**src/rtl/otter_mem_pkg.sv**
```systemverilog
// rtl/otter_mem_pkg.sv - shared types and constants for the OTTER main-memory port arbiter
package otter_mem_pkg;

    localparam int WORDS_PER_LINE = 4;
    localparam int BEAT_W         = $clog2(WORDS_PER_LINE);
    localparam int OFFSET_W       = BEAT_W + 2;

    typedef enum logic [1:0] {
        ST_IDLE   = 2'd0,
        ST_I_FILL = 2'd1,
        ST_D_ACC  = 2'd2
    } state_t;

    typedef enum logic {
        GNT_I = 1'b0,
        GNT_D = 1'b1
    } grant_t;

endpackage

```
**src/rtl/mem_rr_arb2.sv**
```systemverilog
// rtl/mem_rr_arb2.sv - two-way round-robin arbiter, I-side wins the first tie
module mem_rr_arb2
    import otter_mem_pkg::*;
(
    input  logic       clk,
    input  logic       reset,
    input  logic       en,
    input  logic       req_i,
    input  logic       req_d,
    output logic [1:0] gnt,
    output grant_t     last_grant
);

    // One-hot grant: bit 0 = I-side, bit 1 = D-side; a tie goes to the side that lost last time
    always_comb begin
        gnt = 2'b00;
        if (en) begin
            if (req_i && req_d) begin
                gnt = (last_grant == GNT_D) ? 2'b01 : 2'b10;
            end else if (req_i) begin
                gnt = 2'b01;
            end else if (req_d) begin
                gnt = 2'b10;
            end
        end
    end

    // Remember the winner of every grant so the next tie flips
    always_ff @(posedge clk or negedge reset) begin
        if (!reset) begin
            last_grant <= GNT_D;
        end else if (gnt[0]) begin
            last_grant <= GNT_I;
        end else if (gnt[1]) begin
            last_grant <= GNT_D;
        end
    end

endmodule

```
**src/rtl/mem_port_arbiter.sv**
```systemverilog
// rtl/mem_port_arbiter.sv - shares the main-memory port between I-cache line fills and D-side accesses
module mem_port_arbiter
    import otter_mem_pkg::*;
#(
    parameter int ADDR_W = 32,
    parameter int DATA_W = 32
) (
    input  logic              clk,
    input  logic              reset,
    input  logic              if_req,
    input  logic [ADDR_W-1:0] if_line_addr,
    output logic              if_word_valid,
    output logic [1:0]        if_word_idx,
    output logic [DATA_W-1:0] if_data,
    output logic              if_done,
    input  logic              d_req,
    input  logic              d_we,
    input  logic [ADDR_W-1:0] d_addr,
    input  logic [DATA_W-1:0] d_wdata,
    input  logic [3:0]        d_be,
    output logic [DATA_W-1:0] d_rdata,
    output logic              d_done,
    output logic              mem_req,
    output logic              mem_we,
    output logic [ADDR_W-1:0] mem_addr,
    output logic [DATA_W-1:0] mem_wdata,
    output logic [3:0]        mem_be,
    input  logic              mem_ack,
    input  logic [DATA_W-1:0] mem_rdata
);

    state_t            state, state_next;
    logic [BEAT_W-1:0] beat_cnt, beat_next;
    logic [1:0]        gnt;
    logic              arb_en;
    grant_t            unused_last_grant;
    logic              unused_offset_bits;

    // Line offset bits of the miss address are replaced by the beat counter
    assign unused_offset_bits = ^if_line_addr[OFFSET_W-1:0];

    // Arbitration only happens between transactions, so a fill is never preempted
    assign arb_en = (state == ST_IDLE);

    mem_rr_arb2 u_arb (
        .clk        (clk),
        .reset      (reset),
        .en         (arb_en),
        .req_i      (if_req),
        .req_d      (d_req),
        .gnt        (gnt),
        .last_grant (unused_last_grant)
    );

    // State and beat counter; async reset abandons any partial transaction
    always_ff @(posedge clk or negedge reset) begin
        if (!reset) begin
            state    <= ST_IDLE;
            beat_cnt <= '0;
        end else begin
            state    <= state_next;
            beat_cnt <= beat_next;
        end
    end

    // Next-state and memory/requester outputs; everything idles at zero outside a transaction
    always_comb begin
        state_next    = state;
        beat_next     = beat_cnt;
        mem_req       = 1'b0;
        mem_we        = 1'b0;
        mem_addr      = '0;
        mem_wdata     = '0;
        mem_be        = 4'h0;
        if_word_valid = 1'b0;
        if_word_idx   = 2'd0;
        if_data       = '0;
        if_done       = 1'b0;
        d_rdata       = '0;
        d_done        = 1'b0;
        case (state)
            ST_IDLE: begin
                if (gnt[0]) begin
                    state_next = ST_I_FILL;
                end else if (gnt[1]) begin
                    state_next = ST_D_ACC;
                end
            end
            ST_I_FILL: begin
                mem_req     = 1'b1;
                mem_be      = 4'hF;
                mem_addr    = {if_line_addr[ADDR_W-1:OFFSET_W], beat_cnt, 2'b00};
                if_word_idx = beat_cnt;
                if_data     = mem_rdata;
                if (mem_ack) begin
                    if_word_valid = 1'b1;
                    beat_next     = beat_cnt + 1'b1;
                    if (beat_cnt == BEAT_W'(WORDS_PER_LINE - 1)) begin
                        if_done    = 1'b1;
                        state_next = ST_IDLE;
                    end
                end
            end
            ST_D_ACC: begin
                mem_req   = 1'b1;
                mem_we    = d_we;
                mem_addr  = d_addr;
                mem_wdata = d_wdata;
                mem_be    = d_be;
                d_rdata   = mem_rdata;
                if (mem_ack) begin
                    d_done     = 1'b1;
                    state_next = ST_IDLE;
                end
            end
            default: state_next = ST_IDLE;
        endcase
    end

endmodule

```
**config.mk**
```make
export PLATFORM = sky130hd
export DESIGN_NAME = mem_port_arbiter
export DESIGN_NICKNAME = d
export VERILOG_FILES = /design/src/rtl/otter_mem_pkg.sv /design/src/rtl/mem_rr_arb2.sv /design/src/rtl/mem_port_arbiter.sv
export SDC_FILE = /design/constraint.sdc
export NUM_CORES = 1
export LEC_CHECK = 0
export ABC_CLOCK_PERIOD_IN_PS = 3900
export CAP_MARGIN = 20
export CORE_AREA = 2 2 108 110
export CTS_CLUSTER_SIZE = 25
export DETAILED_ROUTE_END_ITERATION = 10
export DIE_AREA = 0 0 110 112
export SETUP_SLACK_MARGIN = 0.1
export SLEW_MARGIN = 20
export SYNTH_ARGS = -nofsm -noshare
export SYNTH_HDL_FRONTEND = slang
export SYNTH_SLANG_ARGS = --single-unit
```
**constraint.sdc**
```tcl
create_clock -name clk -period 3.9 [get_ports clk]
set_clock_uncertainty 0.15 [all_clocks]
set_input_delay 0.78 -clock clk [delete_from_list [all_inputs] [get_ports clk]]
set_output_delay 0.78 -clock clk [all_outputs]
set_load 0.02 [all_outputs]
```
==> results.py, run 1 <==
metrics = {
    "global_route": {
        "grt_overflow": 0,
        "gr-usage-all-layers": 0.145,
        "first_global_vias": 2413,
        "met2_usage": 0.243,
        "antenna_found_initial": 2,
        "busiest_layer": "met2",
        "grt_pass1_wl_microns": 13900,
        "met1_usage": 0.172,
        "met3_usage": 0.0603,
        "grt_max_degree": 95,
    },
    "detailed_routing": {
        "drc": 0,
        "dr_total_vias": 2515,
        "dr.pass1.iters": 5,
        "drt_iter0_drc": 149,
        "wl_per_cell_microns": 15.7,
        "viasPerCell": 4.03,
        "ant_nets": 0,
        "wl_microns": 9780,
    },
    "power": {
        "ir_drop_uv": 358,
        "power-per-cell-area_nw_per_um2": 521,
        "power.leakage_uw": 0.00161,
    },
    "critical_path": {
        "cp.required_ns": 2.97,
        "start_kind": "flip-flop",
        "crit_type": "reg -> out",
        "critPathCaptureType": "primary output",
        "critPathArrivalTime_ns": 2.46,
        "reg2regPathDepth": 5,
        "critPathMaxFanout": 25,
    },
    "hold_path": {
        "hp-class": "reg -> reg",
        "holdPathStages": 1,
    },
    "finish": {
        "final_cell_area_sq_um": 4430,
        "instances_no_fill": 624,
        "layout-drive-gt1-share": 0.0208,
        "nNetsFinal": 623,
        "syn2layout_area_growth_pct": 197,
        "fillers": 1157,
    },
    "synthesis": {
        "avgSynthCellArea_sq_um": 6.72,
        "netlist_area_sq_um": 1490,
        "syn_inst": 222,
        "ys_types": 24,
        "synth_edf_count": 0,
        "ys.flop_type": "dfrtp_1",
        "synth_sequential_area_ratio": 0.0847,
        "async_flop_share": 1.00,
        "synth_common_cells": "and2_1, nor2b_1, a22oi_1",
        "ys_warn_count": 0,
        "ys_top_cells_by_area": "and2_1, nor2b_1, a22oi_1",
        "synth_seq_cells": 5,
        "synth_top_area_share": 0.427,
        "yosysTopAreaCell": "and2_1",
        "syn_nets": 364,
        "synth.most_common_cell": "and2_1",
    },
    "cts": {
        "clk_path_buf_depth": 2,
        "clk_latency_ns": 0.23,
        "cts_tree": "built",
        "clkTransAtPathRegs_ns": 0.03,
        "cts-htree-levels": 1,
        "cts.sinks": 5,
        "clockRootBuffer": "clkbuf_16",
        "cts_hold_buf": 0,
        "cts_resized": 0,
        "cts_buffers": 3,
        "cts_setup_buffers": 0,
    },
    "timing": {
        "timing.setup.tns_ns": 0,
        "tightest_slew_ns": 0.443,
        "maxSlewHeadroom": 0.705,
        "min_period_over_period": 0.869,
        "setup_slack_ns": 0.512,
        "finalHoldViolCount": 0,
        "period_needed_ns": 3.39,
        "rsz0062_at_grt": "false",
        "drv_slew": 0,
        "fmax_mhz": 295,
        "setup_violations": 0,
    },
    "die": {
        "fp.dieW_microns": 110,
        "io_pins": 277,
        "core_area_sq_um": 11200,
        "dieHeight_microns": 112,
        "num_rows": 39,
        "start_util": 0.134,
        "dieArea_sq_um": 12300,
    },
    "placed_design": {
        "io_buffers": 272,
        "dpl.cell_count": 619,
        "finalWeightedCongestion": 0.800,
        "pre_cts_ws_ns": 0.722,
        "placed_area_sq_um": 4350,
        "dpl.hpwl_microns": 8030,
    },
    "outcome": {
        "outcome": "finished, final reports clean",
    },
    "flow_run": {
        "cap_violations": 0,
    },
}
[metal layers]
metal | vias to the layer above | part of all wire
li1 | 1248 | -
met1 | 1128 | 0.39
met2 | 127 | 0.47
met3 | 10 | 0.13
met4 | 2 | 0.0098
met5 | - | 0.0013
[registers in the layout, indices dropped and copies added (netlist names)]
name / flops
beat_cnt: 2
state: 2
u_arb.last_grant: 1
[worst max-delay path, cell delays in order (launching register included)]
cell,delay [ns]
dfrtp_1,0.39
inv_1,0.10
ha_2,0.47
buf_4,0.34
a22oi_1,0.15
nor2b_1,0.15
clkdlybuf4s50_1,0.61
[placed cells by master (no fill, tap or decap), drive strengths merged, types with 2 or more instances in the layout]
cell type | synthesis | final
clkdlybuf4s50 | 0 | 272
and2 | 102 | 102
nor2b | 35 | 35
a22oi | 28 | 28
a21oi | 7 | 7
dfrtp | 4 | 4
clkbuf | 14 | 4
buf | 8 | 4
ha | 4 | 4
inv | 3 | 3
nand2 | 2 | 2
o21ai | 2 | 2
[logic make-up after synthesis]
kind of cell	synth area share
multiplexers	0.00754
XOR/XNOR	0.00587
AO/OA/AOI/OAI	0.186
buffers and inverters	0.0696
adder cells (fa/ha/maj)	0.0335
flip-flops	0.0847
AND/OR/NAND/NOR	0.613
[cell type report]
class	count	area, sq um	area share
diodes	1	2.50	0.000565
inverters	3	11.3	0.00254
flip-flops and latches	5	126	0.0285
multi-input cells	192	1270	0.286
clock buffers	4	78.8	0.0178
repair buffers	276	2770	0.624
well taps	143	179	0.0404
[through the flow]
step / util / hold WS, ns / power (uW)
final: 0.396 / 0.364 / 2310
after global routing: 0.396 / 0.386 / 2460
after CTS: 0.396 / 0.368 / 2340
after detailed placement: 0.389 / 0.362 / 2160
after global placement: 0.389 / 0.335 / 2140
after floorplan: - / 0.316 / 1190
[report_power, final]
group	total, uW	switching (uW)	internal (uW)	leakage [uW]
clock network	169	33.6	135	0.0000382
logic	2040	1030	1010	0.00151
registers	102	20.7	81.2	0.0000599
[final timing paths]
path	start	to	slack, ns
max in group asynchronous	reset	u_arb.last_grant$_DFFE_PN1P_	2.72
max reg2reg	state[1]$_DFFE_PN0P_	state[1]$_DFFE_PN0P_	1.97
min in group asynchronous	reset	state[1]$_DFFE_PN0P_	0.63
min	beat_cnt[0]$_DFFE_PN0P_	beat_cnt[0]$_DFFE_PN0P_	0.36
min reg2reg	beat_cnt[0]$_DFFE_PN0P_	beat_cnt[0]$_DFFE_PN0P_	0.36
max	state[1]$_DFFE_PN0P_	mem_addr[21]	0.51
(Power assumes the default switching activity.)
==> run 2, diff against run 1 <==
==> constraint.sdc (replaced) <==
create_clock -name clk -period 3.9 [get_ports clk]
set_clock_uncertainty 0.15 [all_clocks]
set_input_delay 0.39 -clock clk [delete_from_list [all_inputs] [get_ports clk]]
set_output_delay 0.39 -clock clk [all_outputs]
set_load 0.02 [all_outputs]
==> run 2 against run 1 <==
  * Total power grew 0.57%
  * Wire length grew 1.0%
  * Sequential share of layout area hardly changed
  * Clock-buffer cell count stayed put
  * Critical path type unchanged
  * Critical endpoint is now mem_addr[2]
  * Largest cell class unchanged
  * Largest power group unchanged
==> results.py, run 2 (synthesized netlist as in run 1, its figures left out) <==
metrics = {
    "cts": {
        "cts-htree-levels": 1,
        "cts.sinks": 5,
        "clkTransAtPathRegs_ns": 0.03,
        "clk_path_buf_depth": 2,
        "cts_resized": 0,
        "cts_tree": "built",
        "clk_latency_ns": 0.23,
        "cts_buffers": 3,
        "cts_setup_buffers": 0,
        "cts_hold_buf": 0,
        "clockRootBuffer": "clkbuf_16",
    },
    "power": {
        "p_comb_frac": 0.883,
        "power.leakage_uw": 0.00161,
        "pwr-share-seq": 0.044,
        "ir_drop_uv": 314,
        "power.net_switching_uw": 1080,
        "power_uw": 2320,
        "power-per-cell-area_nw_per_um2": 523,
        "clockPowerShare": 0.073,
        "p_int_uw": 1240,
        "p_sw_frac": 0.467,
    },
    "die": {
        "core_area_sq_um": 11200,
        "fp.dieW_microns": 110,
        "start_util": 0.134,
        "dieArea_sq_um": 12300,
        "io_pins": 277,
        "dieHeight_microns": 112,
        "num_rows": 39,
    },
    "critical_path": {
        "cp.required_ns": 3.36,
        "slowest_delay_ns": 0.61,
        "crit_type": "reg -> out",
        "reg2regPathDepth": 6,
        "critPathCaptureType": "primary output",
        "critPathSlowestCell": "clkdlybuf4s50_1",
        "worstPathCellList": "inv_1, ha_2, buf_4, and2_1, a21oi_1, nor2b_1, clkdlybuf4s50_1",
        "start_kind": "flip-flop",
        "critPathArrivalTime_ns": 2.60,
        "critPathMaxFanout": 28,
    },
    "placed_design": {
        "dpl.cell_count": 620,
        "placed_area_sq_um": 4360,
        "finalWeightedCongestion": 0.788,
        "dpl.hpwl_microns": 8180,
        "io_buffers": 272,
    },
    "finish": {
        "antenna_cells": 0,
        "final_cell_area_sq_um": 4440,
        "final_cell_mix": "clkdlybuf4s50_1, and2_1, nor2b_1",
        "top_regs": "beat_cnt x2, state x2, u_arb.last_grant x1",
        "nNetsFinal": 624,
        "instances_no_fill": 624,
        "syn2layout_area_growth_pct": 197,
        "final_common_cell": "clkdlybuf4s50_1",
        "layout-drive-gt1-share": 0.0229,
        "fillers": 1166,
    },
    "detailed_routing": {
        "ant_nets": 0,
        "viasPerCell": 4.01,
        "drt_iter0_drc": 137,
        "wl_microns": 9890,
        "wl_per_cell_microns": 15.8,
        "drc": 0,
        "dr.pass1.iters": 4,
        "dr_total_vias": 2501,
    },
    "timing": {
        "period_needed_ns": 3.14,
        "finalHoldViolCount": 0,
        "fmax_mhz": 318,
        "min_period_over_period": 0.806,
        "drv_slew": 0,
        "tightest_slew_ns": 0.615,
        "rsz0062_at_grt": "false",
        "maxSlewHeadroom": 0.590,
        "setup_violations": 0,
        "timing.setup.tns_ns": 0,
    },
    "global_route": {
        "grt_overflow": 0,
        "antenna_found_initial": 0,
        "gr-usage-all-layers": 0.146,
        "grt_max_degree": 60,
        "grt_pass1_wl_microns": 14000,
        "first_global_vias": 2500,
    },
    "outcome": {
        "outcome": "finished, final reports clean",
    },
    "hold_path": {
        "hp-class": "in -> async",
    },
    "flow_run": {
        "cap_violations": 0,
    },
}
[run 2: final timing paths]
check                                   startpoint                      endpoint  slack [ns]
max in group asynchronous                    reset  u_arb.last_grant$_DFFE_PN1P_        3.11
min                                          reset       beat_cnt[1]$_DFFE_PN0P_        0.24
max reg2reg                   state[1]$_DFFE_PN0P_          state[1]$_DFFE_PN0P_        1.57
min in group clk           beat_cnt[0]$_DFFE_PN0P_       beat_cnt[0]$_DFFE_PN0P_        0.36
max                           state[1]$_DFFE_PN0P_                   mem_addr[2]        0.76
min reg2reg                beat_cnt[0]$_DFFE_PN0P_       beat_cnt[0]$_DFFE_PN0P_        0.36
[run 2: area by class of cell]
cell class | instances | area, sq um | share of cell area
sequential | 5 | 126 | 0.0285
clock buffer | 4 | 78.8 | 0.0178
multi-input combinational | 192 | 1270 | 0.286
tap | 143 | 179 | 0.0403
inverter | 3 | 11.3 | 0.00254
timing repair buffer | 277 | 2770 | 0.625
[run 2: power by group through the flow]
stage                     combinational, uW  clock, uW  sequential [uW]
after floorplan                        1090          0             96.4
after global placement                 2060          0              101
after detailed placement               2070          0              102
after CTS                              2080        170              102
after global routing                   2190        175              107
final                                  2050        170              102
[run 2: metal layers]
| layer | part of all wire | global-route usage | up-vias |
|---|---|---|---|
| met4 | 0.0062 | 0.0236 | 0 |
| met3 | 0.11 | 0.0416 | 6 |
| met5 | 0 | 0 | - |
| met1 | 0.41 | 0.182 | 1133 |
| li1 | - | - | 1241 |
| met2 | 0.47 | 0.252 | 121 |
[run 2: stage by stage]
| step | hold slack [ns] | utilization | setup WS [ns] |
|---|---|---|---|
| after floorplan | -0.0556 | - | 1.84 |
| after global placement | 0.345 | 0.390 | 1.01 |
| after detailed placement | 0.338 | 0.390 | 1.00 |
| after CTS | 0.245 | 0.397 | 0.723 |
| after global routing | 0.251 | 0.397 | 0.562 |
| final | 0.236 | 0.397 | 0.757 |
[run 2: worst max-delay path: cells and delay by family (launching register included)]
kind | cells | cell delay, ns
AO/OA/AOI/OAI | 1 | 0.05
buffers and inverters | 3 | 1.04
AND/OR/NAND/NOR | 2 | 0.30
flip-flops | 1 | 0.39
adder cells (fa/ha/maj) | 1 | 0.59
==> run 3, diff against run 2 <==
--- a/config.mk
+++ b/config.mk
@@ -5,12 +5,12 @@
 export SDC_FILE = /design/constraint.sdc
 export NUM_CORES = 1
 export LEC_CHECK = 0
-export ABC_CLOCK_PERIOD_IN_PS = 3900
+export ABC_CLOCK_PERIOD_IN_PS = 3300
 export CAP_MARGIN = 20
-export CORE_AREA = 2 2 108 110
+export CORE_AREA = 2 2 107 109
 export CTS_CLUSTER_SIZE = 25
 export DETAILED_ROUTE_END_ITERATION = 10
-export DIE_AREA = 0 0 110 112
+export DIE_AREA = 0 0 109 111
 export SETUP_SLACK_MARGIN = 0.1
 export SLEW_MARGIN = 20
 export SYNTH_ARGS = -nofsm -noshare
==> constraint.sdc (replaced) <==
create_clock -name clk -period 3.3 [get_ports clk]
set_clock_uncertainty 0.15 [all_clocks]
set_input_delay 0.33 -clock clk [delete_from_list [all_inputs] [get_ports clk]]
set_output_delay 0.33 -clock clk [all_outputs]
set_load 0.02 [all_outputs]
==> run 3 against run 2 <==
  * Via count fell by 1.6%
  * Worst setup slack got worse by 0.30 ns
  * Critical path depth fell by 2
  * Register-to-register slack got worse by 0.16 ns
  * Final area rose by 0.39%
  * Clock-buffer cell count did not move
  * Flip-flop and latch count did not move
  * Combinational power rose by 19%
  * First-iteration DRC count fell by 10%
  * Wire length fell by 7.9%
  * Non-clock buffer count fell by 1
  * Clock power rose by 19%
==> results.py, run 3 (synthesized netlist as in run 1, its figures left out) <==
metrics = {
    "timing": {
        "drv_slew": 0,
        "min_period_over_period": 0.860,
        "setup_slack_ns": 0.461,
        "setup_violations": 0,
        "period_needed_ns": 2.84,
        "maxSlewHeadroom": 0.686,
        "fmax_mhz": 352,
        "rsz0062_at_grt": "false",
        "finalHoldViolCount": 0,
        "tightest_slew_ns": 0.471,
        "timing.setup.tns_ns": 0,
    },
    "finish": {
        "final_cell_area_sq_um": 4450,
        "nNetsFinal": 623,
        "final_common_cell": "clkdlybuf4s50_1",
        "antenna_cells": 0,
        "final_cell_mix": "clkdlybuf4s50_1, and2_1, nor2b_1",
        "syn2layout_area_growth_pct": 198,
        "top_regs": "beat_cnt x2, state x2, u_arb.last_grant x1",
        "layout-drive-gt1-share": 0.0208,
    },
    "cts": {
        "cts_resized": 0,
        "cts-htree-levels": 1,
        "cts_hold_buf": 0,
        "cts_tree": "built",
        "clkTransAtPathRegs_ns": 0.03,
        "cts_setup_buffers": 0,
        "cts.sinks": 5,
        "clk_latency_ns": 0.23,
        "cts_buffers": 3,
        "clockRootBuffer": "clkbuf_16",
        "clk_path_buf_depth": 2,
    },
    "critical_path": {
        "crit_type": "reg -> out",
        "slowest_delay_ns": 0.62,
        "cp.required_ns": 2.82,
        "reg2regPathDepth": 6,
        "start_kind": "flip-flop",
        "critPathCaptureType": "primary output",
        "critPathSlowestCell": "clkdlybuf4s50_1",
        "rr_startpoint": "state[0]$_DFFE_PN0P_",
        "r2r_slack_ns": 1.41,
        "critPathLaunch": "state[1]$_DFFE_PN0P_",
        "r2r-end": "state[0]$_DFFE_PN0P_",
        "critPathMaxFanout": 21,
        "critPathArrivalTime_ns": 2.36,
        "worstPathCellList": "inv_1, ha_1, buf_4, nor2b_1, clkdlybuf4s50_1",
    },
    "global_route": {
        "grt_max_degree": 104,
        "gr-usage-all-layers": 0.135,
        "grt_overflow": 0,
        "grt_pass1_wl_microns": 13000,
        "first_global_vias": 2335,
        "antenna_found_initial": 0,
    },
    "detailed_routing": {
        "wl_per_cell_microns": 14.6,
        "dr.pass1.iters": 4,
        "viasPerCell": 3.95,
        "wl_microns": 9110,
        "drt_iter0_drc": 123,
        "dr_total_vias": 2460,
        "ant_nets": 0,
        "drc": 0,
    },
    "power": {
        "power.leakage_uw": 0.00161,
        "power_uw": 2760,
        "power-per-cell-area_nw_per_um2": 620,
        "ir_drop_uv": 364,
    },
    "outcome": {
        "outcome": "finished, final reports clean",
    },
    "placed_design": {
        "pre_cts_ws_ns": 0.657,
        "finalWeightedCongestion": 0.794,
        "dpl.hpwl_microns": 7430,
        "io_buffers": 272,
        "placed_area_sq_um": 4370,
    },
    "die": {
        "dieHeight_microns": 111,
        "io_pins": 277,
        "num_rows": 39,
        "fp.dieW_microns": 109,
        "dieArea_sq_um": 12100,
        "core_area_sq_um": 11100,
        "start_util": 0.135,
    },
    "hold_path": {
        "hp-class": "in -> async",
    },
    "flow_run": {
        "cap_violations": 0,
    },
}
==> run 3: cell type report <==
class                      instances  area, sq um
timing repair buffer             276         2790
fill                            1128         6620
multi-input combinational        192         1270
sequential                         5          126
tap                              143          179
clock buffer                       4         78.8
inverter                           3         11.3
==> run 3: critical path: cells and delay by family (launching register included) <==
| kind | cells | cell delay [ns] |
|---|---|---|
| buffers and inverters | 3 | 1.00 |
| adder cells (fa/ha/maj) | 1 | 0.58 |
| flip-flops | 1 | 0.37 |
| AND/OR/NAND/NOR | 1 | 0.16 |
==> run 3: worst max-delay path by stage <==
stage               slack [ns]  depth (start not counted)           end
floorplan                 1.30                          7   mem_addr[2]
global placement          0.67                          5  mem_addr[30]
detailed placement        0.66                          5  mem_addr[19]
CTS                       0.41                          5  mem_addr[19]
global route              0.29                          5   mem_addr[9]
finish                    0.46                          5  mem_addr[19]
==> run 3: metrics by stage <==
step / hold WS [ns] / instances / util
after global placement: 0.341 / 619 / 0.395
after detailed placement: 0.364 / 619 / 0.395
final: 0.181 / 623 / 0.402
after global routing: 0.202 / 623 / 0.402
after CTS: 0.185 / 623 / 0.402
after floorplan: -0.116 / 222 / -
==> run 3: routing by layer <==
metal	track usage	part of all wire	vias up	routed length, microns
met3	0.0423	0.12	2	1060
met2	0.253	0.50	133	4560
met5	0	0	-	0
li1	-	-	1243	-
met1	0.154	0.38	1082	3450
met4	0.00940	0.0034	0	31
==> run 3: where the power goes <==
group / total [uW] / switching (uW) / internal, uW
Sequential: 120 / 24.0 / 96.0
Combinational: 2440 / 1210 / 1230
Clock: 202 / 42.1 / 160
Total: 2760 / 1280 / 1480
